**config.mk**
```make
export PLATFORM = sky130hd
export DESIGN_NAME = eco32f_decode
export DESIGN_NICKNAME = d
export VERILOG_FILES = /design/src/rtl/eco32f_pkg.sv /design/src/rtl/eco32f_decode_comb.sv /design/src/rtl/eco32f_decode.sv
export SDC_FILE = /design/constraint.sdc
export NUM_CORES = 1
export LEC_CHECK = 0
export CELL_PAD_IN_SITES_DETAIL_PLACEMENT = 0
export CELL_PAD_IN_SITES_GLOBAL_PLACEMENT = 2
export CORE_UTILIZATION = 26
export DETAILED_ROUTE_END_ITERATION = 8
export PLACE_DENSITY = 0.89
export SYNTH_ARGS = -nofsm -noshare
export SYNTH_HDL_FRONTEND = slang
export SYNTH_SLANG_ARGS = --single-unit
```
**constraint.sdc**
```tcl
create_clock -name clk -period 2.13 [get_ports clk]
set_input_delay 0.213 -clock clk [delete_from_list [all_inputs] [get_ports clk]]
set_output_delay 0.213 -clock clk [all_outputs]
set_load 0.005 [all_outputs]
```
**src/rtl/eco32f_pkg.sv**
```systemverilog
// Shared definitions for the eco32f ID stage: opcode values, immediate kinds and
// the decoded control bundle carried in the ID/EX register.
package eco32f_pkg;

    localparam logic [5:0] OP_ADD   = 6'h00, OP_ADDI  = 6'h01, OP_SUB   = 6'h02, OP_SUBI  = 6'h03;
    localparam logic [5:0] OP_MUL   = 6'h04, OP_MULI  = 6'h05, OP_MULU  = 6'h06, OP_MULUI = 6'h07;
    localparam logic [5:0] OP_DIV   = 6'h08, OP_DIVI  = 6'h09, OP_DIVU  = 6'h0A, OP_DIVUI = 6'h0B;
    localparam logic [5:0] OP_REM   = 6'h0C, OP_REMI  = 6'h0D, OP_REMU  = 6'h0E, OP_REMUI = 6'h0F;
    localparam logic [5:0] OP_AND   = 6'h10, OP_ANDI  = 6'h11, OP_OR    = 6'h12, OP_ORI   = 6'h13;
    localparam logic [5:0] OP_XOR   = 6'h14, OP_XORI  = 6'h15, OP_XNOR  = 6'h16, OP_XNORI = 6'h17;
    localparam logic [5:0] OP_SLL   = 6'h18, OP_SLLI  = 6'h19, OP_SLR   = 6'h1A, OP_SLRI  = 6'h1B;
    localparam logic [5:0] OP_SAR   = 6'h1C, OP_SARI  = 6'h1D, OP_LDHI  = 6'h1F;
    localparam logic [5:0] OP_BEQ   = 6'h20, OP_BNE   = 6'h21, OP_BLE   = 6'h22, OP_BLEU  = 6'h23;
    localparam logic [5:0] OP_BLT   = 6'h24, OP_BLTU  = 6'h25, OP_BGE   = 6'h26, OP_BGEU  = 6'h27;
    localparam logic [5:0] OP_BGT   = 6'h28, OP_BGTU  = 6'h29, OP_J     = 6'h2A, OP_JR    = 6'h2B;
    localparam logic [5:0] OP_JAL   = 6'h2C, OP_JALR  = 6'h2D, OP_TRAP  = 6'h2E, OP_RFX   = 6'h2F;
    localparam logic [5:0] OP_LDW   = 6'h30, OP_LDH   = 6'h31, OP_LDHU  = 6'h32, OP_LDB   = 6'h33;
    localparam logic [5:0] OP_LDBU  = 6'h34, OP_STW   = 6'h35, OP_STH   = 6'h36, OP_STB   = 6'h37;

    typedef enum logic [2:0] {
        IMM_NONE,
        IMM_ZEXT,
        IMM_SEXT,
        IMM_HIGH,
        IMM_BRANCH,
        IMM_JUMP
    } imm_kind_e;

    // op_rrb qualifies op_jmp/op_jal: the jump target comes from register rx.
    typedef struct packed {
        logic        op_add, op_sub, op_mul, op_div, op_rem;
        logic        op_and, op_or, op_xor, op_xnor;
        logic        op_sll, op_slr, op_sar, op_ldhi;
        logic        op_beq, op_bne, op_ble, op_bleu, op_blt;
        logic        op_bltu, op_bge, op_bgeu, op_bgt, op_bgtu;
        logic        op_jmp, op_jal, op_rrb, op_trap, op_rfx;
        logic        op_load, op_store;
        logic        signed_div;
        logic        imm_sel;
        logic [31:0] imm;
        logic [4:0]  rd;
        logic        rf_we;
        logic        illegal;
    } ctrl_t;

    localparam ctrl_t CTRL_BUBBLE = '0;

    function automatic logic [31:0] extend_imm(input imm_kind_e kind, input logic [25:0] field);
        case (kind)
            IMM_ZEXT:   return {16'h0000, field[15:0]};
            IMM_SEXT:   return {{16{field[15]}}, field[15:0]};
            IMM_HIGH:   return {field[15:0], 16'h0000};
            IMM_BRANCH: return {{14{field[15]}}, field[15:0], 2'b00};
            IMM_JUMP:   return {{4{field[25]}}, field[25:0], 2'b00};
            default:    return 32'h0000_0000;
        endcase
    endfunction

endpackage

```
**src/rtl/eco32f_decode_comb.sv**
```systemverilog
// Pure combinational decode of one ECO32 instruction word into the control bundle.
// ECO32F_DIV_EN enables the div/rem opcodes; otherwise they decode as illegal.
module eco32f_decode_comb
    import eco32f_pkg::*;
(
    input  logic [31:0] insn,
    output ctrl_t       ctrl,
    output logic        rx_used,
    output logic        ry_used
);

    logic [5:0] opcode;
    logic [4:0] ry_field;
    logic [4:0] rd_field;
    imm_kind_e  kind;
    logic       writes;

    assign opcode   = insn[31:26];
    assign ry_field = insn[20:16];
    assign rd_field = insn[15:11];

    always_comb begin
        ctrl    = CTRL_BUBBLE;
        kind    = IMM_NONE;
        writes  = 1'b0;
        rx_used = 1'b0;
        ry_used = 1'b0;

        case (opcode)
            OP_ADD, OP_ADDI:                      ctrl.op_add = 1'b1;
            OP_SUB, OP_SUBI:                      ctrl.op_sub = 1'b1;
            OP_MUL, OP_MULI, OP_MULU, OP_MULUI:   ctrl.op_mul = 1'b1;
`ifdef ECO32F_DIV_EN
            OP_DIV, OP_DIVI, OP_DIVU, OP_DIVUI:   ctrl.op_div = 1'b1;
            OP_REM, OP_REMI, OP_REMU, OP_REMUI:   ctrl.op_rem = 1'b1;
`else
            OP_DIV, OP_DIVI, OP_DIVU, OP_DIVUI,
            OP_REM, OP_REMI, OP_REMU, OP_REMUI:   ctrl.illegal = 1'b1;
`endif
            OP_AND, OP_ANDI:                      ctrl.op_and = 1'b1;
            OP_OR, OP_ORI:                        ctrl.op_or = 1'b1;
            OP_XOR, OP_XORI:                      ctrl.op_xor = 1'b1;
            OP_XNOR, OP_XNORI:                    ctrl.op_xnor = 1'b1;
            OP_SLL, OP_SLLI:                      ctrl.op_sll = 1'b1;
            OP_SLR, OP_SLRI:                      ctrl.op_slr = 1'b1;
            OP_SAR, OP_SARI:                      ctrl.op_sar = 1'b1;
            OP_LDHI:                              ctrl.op_ldhi = 1'b1;
            OP_BEQ:                               ctrl.op_beq = 1'b1;
            OP_BNE:                               ctrl.op_bne = 1'b1;
            OP_BLE:                               ctrl.op_ble = 1'b1;
            OP_BLEU:                              ctrl.op_bleu = 1'b1;
            OP_BLT:                               ctrl.op_blt = 1'b1;
            OP_BLTU:                              ctrl.op_bltu = 1'b1;
            OP_BGE:                               ctrl.op_bge = 1'b1;
            OP_BGEU:                              ctrl.op_bgeu = 1'b1;
            OP_BGT:                               ctrl.op_bgt = 1'b1;
            OP_BGTU:                              ctrl.op_bgtu = 1'b1;
            OP_J:                                 ctrl.op_jmp = 1'b1;
            OP_JR:    begin ctrl.op_jmp = 1'b1;   ctrl.op_rrb = 1'b1; end
            OP_JAL:                               ctrl.op_jal = 1'b1;
            OP_JALR:  begin ctrl.op_jal = 1'b1;   ctrl.op_rrb = 1'b1; end
            OP_TRAP:                              ctrl.op_trap = 1'b1;
            OP_RFX:                               ctrl.op_rfx = 1'b1;
            OP_LDW, OP_LDH, OP_LDHU, OP_LDB, OP_LDBU: ctrl.op_load = 1'b1;
            OP_STW, OP_STH, OP_STB:               ctrl.op_store = 1'b1;
            default:                              ctrl.illegal = 1'b1;
        endcase

        // Operand usage, writeback target and immediate kind per format class.
        if (!ctrl.illegal) begin
            if (opcode <= OP_SARI) begin
                rx_used         = 1'b1;
                ry_used         = ~opcode[0];
                writes          = 1'b1;
                ctrl.imm_sel    = opcode[0];
                ctrl.rd         = opcode[0] ? ry_field : rd_field;
                ctrl.signed_div = (ctrl.op_div | ctrl.op_rem) & ~opcode[1];
                if (opcode[0])
                    kind = (opcode < OP_AND) ? IMM_SEXT : IMM_ZEXT;
            end else if (ctrl.op_ldhi) begin
                writes  = 1'b1;
                ctrl.rd = ry_field;
                kind    = IMM_HIGH;
            end else if (opcode >= OP_BEQ && opcode <= OP_BGTU) begin
                rx_used = 1'b1;
                ry_used = 1'b1;
                kind    = IMM_BRANCH;
            end else if (ctrl.op_jmp | ctrl.op_jal) begin
                rx_used = ctrl.op_rrb;
                kind    = ctrl.op_rrb ? IMM_NONE : IMM_JUMP;
                if (ctrl.op_jal) begin
                    writes  = 1'b1;
                    ctrl.rd = 5'd31;
                end
            end else if (ctrl.op_load) begin
                rx_used = 1'b1;
                writes  = 1'b1;
                ctrl.rd = ry_field;
                kind    = IMM_SEXT;
            end else if (ctrl.op_store) begin
                rx_used = 1'b1;
                ry_used = 1'b1;
                kind    = IMM_SEXT;
            end
        end

        ctrl.imm   = extend_imm(kind, insn[25:0]);
        ctrl.rf_we = writes & (ctrl.rd != 5'd0);
    end

endmodule

```
**src/rtl/eco32f_decode.sv**
```systemverilog
// eco32f ID stage: decode, load-use interlock and the ID/EX pipeline register.
// Build with ECO32F_DIV_EN to decode div/rem; otherwise those opcodes trap as illegal.
module eco32f_decode
    import eco32f_pkg::*;
#(
    parameter logic [31:0] RESET_PC = 32'hE000_0000
) (
    input  logic        clk,
    input  logic        rst,
    input  logic [31:0] if_insn,
    input  logic [31:0] if_pc,
    input  logic        if_valid,
    input  logic        id_flush,
    input  logic        ex_stall,
    output logic        id_hazard,
    output logic [4:0]  id_rx_addr,
    output logic [4:0]  id_ry_addr,
    output logic        ex_op_add,
    output logic        ex_op_sub,
    output logic        ex_op_mul,
    output logic        ex_op_div,
    output logic        ex_op_rem,
    output logic        ex_op_and,
    output logic        ex_op_or,
    output logic        ex_op_xor,
    output logic        ex_op_xnor,
    output logic        ex_op_sll,
    output logic        ex_op_slr,
    output logic        ex_op_sar,
    output logic        ex_op_ldhi,
    output logic        ex_op_beq,
    output logic        ex_op_bne,
    output logic        ex_op_ble,
    output logic        ex_op_bleu,
    output logic        ex_op_blt,
    output logic        ex_op_bltu,
    output logic        ex_op_bge,
    output logic        ex_op_bgeu,
    output logic        ex_op_bgt,
    output logic        ex_op_bgtu,
    output logic        ex_op_jmp,
    output logic        ex_op_jal,
    output logic        ex_op_rrb,
    output logic        ex_op_trap,
    output logic        ex_op_rfx,
    output logic        ex_op_load,
    output logic        ex_op_store,
    output logic        ex_signed_div,
    output logic [31:0] ex_imm,
    output logic        ex_imm_sel,
    output logic [4:0]  ex_rd,
    output logic        ex_rf_we,
    output logic [31:0] ex_pc,
    output logic        ex_illegal
);

    ctrl_t dec_ctrl;
    ctrl_t ex_q;
    logic  rx_used;
    logic  ry_used;
    logic  issue;

    eco32f_decode_comb u_comb (
        .insn    (if_insn),
        .ctrl    (dec_ctrl),
        .rx_used (rx_used),
        .ry_used (ry_used)
    );

    assign id_rx_addr = if_insn[25:21];
    assign id_ry_addr = if_insn[20:16];

    // A load in EX cannot forward to the very next instruction; stall it one cycle.
    assign id_hazard = ex_q.op_load & ex_q.rf_we & if_valid &
                       ((rx_used & (ex_q.rd == id_rx_addr)) |
                        (ry_used & (ex_q.rd == id_ry_addr)));

    assign issue = if_valid & ~id_flush & ~id_hazard;

    always_ff @(posedge clk or negedge rst) begin
        if (!rst) begin
            ex_q  <= CTRL_BUBBLE;
            ex_pc <= RESET_PC;
        end else if (!ex_stall) begin
            ex_q  <= issue ? dec_ctrl : CTRL_BUBBLE;
            ex_pc <= if_pc;
        end
    end

    assign ex_op_add     = ex_q.op_add;
    assign ex_op_sub     = ex_q.op_sub;
    assign ex_op_mul     = ex_q.op_mul;
    assign ex_op_div     = ex_q.op_div;
    assign ex_op_rem     = ex_q.op_rem;
    assign ex_op_and     = ex_q.op_and;
    assign ex_op_or      = ex_q.op_or;
    assign ex_op_xor     = ex_q.op_xor;
    assign ex_op_xnor    = ex_q.op_xnor;
    assign ex_op_sll     = ex_q.op_sll;
    assign ex_op_slr     = ex_q.op_slr;
    assign ex_op_sar     = ex_q.op_sar;
    assign ex_op_ldhi    = ex_q.op_ldhi;
    assign ex_op_beq     = ex_q.op_beq;
    assign ex_op_bne     = ex_q.op_bne;
    assign ex_op_ble     = ex_q.op_ble;
    assign ex_op_bleu    = ex_q.op_bleu;
    assign ex_op_blt     = ex_q.op_blt;
    assign ex_op_bltu    = ex_q.op_bltu;
    assign ex_op_bge     = ex_q.op_bge;
    assign ex_op_bgeu    = ex_q.op_bgeu;
    assign ex_op_bgt     = ex_q.op_bgt;
    assign ex_op_bgtu    = ex_q.op_bgtu;
    assign ex_op_jmp     = ex_q.op_jmp;
    assign ex_op_jal     = ex_q.op_jal;
    assign ex_op_rrb     = ex_q.op_rrb;
    assign ex_op_trap    = ex_q.op_trap;
    assign ex_op_rfx     = ex_q.op_rfx;
    assign ex_op_load    = ex_q.op_load;
    assign ex_op_store   = ex_q.op_store;
    assign ex_signed_div = ex_q.signed_div;
    assign ex_imm        = ex_q.imm;
    assign ex_imm_sel    = ex_q.imm_sel;
    assign ex_rd         = ex_q.rd;
    assign ex_rf_we      = ex_q.rf_we;
    assign ex_illegal    = ex_q.illegal;

endmodule

```
==> flow_metrics.env <==
export IMPL_outcome="finished with violations"
export IMPL_violations="setup timing"
export IMPL_worst_hold_slack_ns=0.390
export IMPL_p_comb_share_pct=19.8
export IMPL_crit_required_ns=2.37
export IMPL_p_seq_share_pct=44.3
export IMPL_via_count=4391
export IMPL_synthFlopType="dfrtp_1"
export IMPL_layout_min_cycle_time_ns=2.20
export IMPL_finalWorstSetupSlack_ns=-0.0724
export IMPL_root_buffer="clkbuf_16"
export IMPL_internal_power_uw=3460
export IMPL_synth_edf_count=0
export IMPL_worstPathMaxFanout=8
export IMPL_cts_num_sinks=100
export IMPL_crit_top_cell="buf_6"
export IMPL_synth_xor_area_share_pct=1.86
export IMPL_max_freq_ghz=0.454
export IMPL_rows=48
export IMPL_drtPass1Iterations=5
export IMPL_crit_family="buffers and inverters"
export IMPL_swShare_pct=25.3
export IMPL_fin_nets=729
export IMPL_synth_area_leader_cell="dfrtp_1"
export IMPL_pin_count=183
export IMPL_crit_type="flip-flop to flip-flop"
export IMPL_async_reset_ff_share_pct=100
export IMPL_tritoncts="yes"
export IMPL_drv_cap=0
export IMPL_vdd_ir_drop_max_mv=0.383
export IMPL_powerDensity_nw_per_um2=609
export IMPL_postRouteAntennaNets=0
export IMPL_relSlewSlack_pct=63.0
export IMPL_grt_pass1_wl_um=24000
export IMPL_rrSetupSlack_ns=-0.07
export IMPL_hold_path_class="primary input to flip-flop"
export IMPL_finalPower_uw=4630
export IMPL_drc_errors=0
export IMPL_yosys_top_cells_count="dfrtp_1 (97), nand2_1 (65), o21ai_0 (40)"
export IMPL_die_width_um=137
export IMPL_die_h_um=137
export IMPL_clock_path_buffers=2
export IMPL_dieArea_um2=18700
export IMPL_worst_pin_slew_ns=0.556
export IMPL_viasPerCell=4.94
export IMPL_initial_core_util_pct=27.0
export IMPL_clkLatencyLatePin_ns=0.36
export IMPL_drt_initial_drc_count=236
export IMPL_layout_drive_gt1_share_pct=22.3
export IMPL_muxShareOfSynthArea_pct=7.86
export IMPL_grt_pass1_vias=4318
export IMPL_synth_top_family_by_area="compound AO/OA/AOI/OAI gates"
export IMPL_switchingPower_uw=1170
export IMPL_p_leak_uw=0.00314
export IMPL_synth_cell_types=56
export IMPL_path_cells="xor2_1 > nor4_2 > buf_4 > o2111ai_4 > o41a_1 > buf_6 > o21ai_4 > buf_6 > buf_12 > o41ai_1"
export IMPL_crit_slowest_cell="dfrtp_1"
export IMPL_place_hpwl_um=11700
export IMPL_route_final_wire_length_um=15900
export IMPL_synth_top_area_share_pct=51.5
export IMPL_synth_seq_cells=100
export IMPL_netlist_area_um2=4710
export IMPL_synth_most_common_cell="dfrtp_1"
export IMPL_setup_viol=59
export IMPL_synth_area_per_cell_um2=10.9
export IMPL_syn_instance_count=434
export IMPL_io_buffers=179
export IMPL_p_clk_share_pct=35.9
export IMPL_ys_warn_count=0
export IMPL_fin_worst_skew_ns=0.00836
export IMPL_rsz0062_at_grt="true"
export IMPL_wl_per_cell_um=17.8
export IMPL_seq_area_frac_synth_pct=53.2
export IMPL_cts_buffers=9
export IMPL_yosys_area_share_adder_pct=0
export IMPL_area_delta_synth_final_pct=61.1
export IMPL_htree_num_levels=3
export IMPL_finalCritPeriodShare_pct=103
export IMPL_synth_area_leaders="dfrtp_1 (52%), mux2_2 (7.6%), nand2_1 (5.2%), o21ai_0 (4.2%), a221oi_1 (2.8%)"
export IMPL_hold_viol=0
export IMPL_antenna_cells=0
export IMPL_core_region_area_um2=17500
export IMPL_grt_max_degree=101
export IMPL_gr_usage_all_layers_pct=17.2
export IMPL_synth_compound_area_share_pct=20.1
export IMPL_grt_ovfl_total=0
export IMPL_end_kind="flip-flop"
export IMPL_final_max_slew_viol_count=0
export IMPL_antenna_found_initial=0
export IMPL_cp_start_kind="flip-flop"
export IMPL_yosys_area_share_simple_pct=11.5
export IMPL_clk_pin_slew_worst_paths_ns=0.07
export IMPL_gp_congestion=0.983
export IMPL_final_core_util_pct=43.4
export IMPL_critPathMaxStageDelay_ns=0.41
export IMPL_critical_path_buf_inv_count=4
export IMPL_worstPathArrival_ns=2.44
==> worst min-delay path, cell delays in order <==
cell and delay [ns]:
buf_4 0.10, nor3b_1 0.04, buf_4 0.15, a22o_1 0.19
==> final cells by class <==
class	instances	area (um2)
clock inverters	4	50.0
repair buffers	258	2480
inverters	3	11.3
multi-input cells	288	2020
well taps	225	282
flip-flops and latches	100	2510
fillers	1668	9890
clock buffers	11	243
==> cell families after synthesis <==
kind of cell | after synthesis
simple gates | 115
compound gates | 127
other cells | 1
mux | 33
xor+xnor | 10
buf+inv | 48
flops | 100
==> timing repair <==
item	CTS	global route
hold buffers	1	0
resized for setup	40	13
endpoints found under the hold margin	97	0
endpoints found under the setup margin	66	67
pin swaps	7	10
setup buffers	3	1
gates cloned	0	0
==> cell usage in the layout, fill, tap and decap left out, types with 11 or more instances in the layout <==
cell type	count
mux2_2	32
a221oi_1	15
clkdlybuf4s50_1	176
dfrtp_1	97
nor2_1	11
o21ai_1	33
a22oi_1	15
a32o_1	11
buf_4	68
nand2_1	65
o31ai_1	12
==> metal layers <==
layer | wire length, um | vias up | GRT usage (%)
li1 | - | 2030 | -
met1 | 6820 | 2147 | 22.3
met2 | 7660 | 188 | 27.9
met3 | 1010 | 26 | 2.85
met4 | 378 | 0 | 7.53
met5 | 0 | - | 0
==> path summary, 6_finish.rpt <==
path,from,endpoint,cells past startpoint
hold reg to reg,ex_op_store$_DFFE_PN0N_,ex_op_store$_DFFE_PN0N_,2
min in group asynchronous,rst,ex_imm[5]$_DFFE_PN0N_,3
setup / recovery,ex_rd[0]$_DFFE_PN0N_,ex_op_trap$_DFFE_PN0N_,10
max in group asynchronous,rst,ex_pc[29]$_DFFE_PN1N_,3
setup reg to reg,ex_rd[0]$_DFFE_PN0N_,ex_op_trap$_DFFE_PN0N_,10
hold / removal,ex_stall,ex_illegal$_DFFE_PN0N_,4
==> power groups by stage <==
stage | Clock (uW) | Combinational, uW | Sequential, uW
after floorplan | 0 | 300 | 2090
after global placement | 0 | 887 | 2080
after detailed placement | 0 | 899 | 2090
after CTS | 1730 | 918 | 2050
after global routing | 1800 | 989 | 2060
final | 1660 | 918 | 2050
==> through the flow <==
step	instances	TNS (ns)	setup slack (ns)	instance area [um2]
after floorplan	436	0	0.265	4720
after global placement	870	-25.54	-0.629	7200
after detailed placement	870	-25.67	-0.610	7200
after CTS	889	-2.19	-0.0886	7550
after global routing	889	-8.28	-0.163	7590
final	889	-2.44	-0.0724	7590
(Power assumes the default switching activity.)
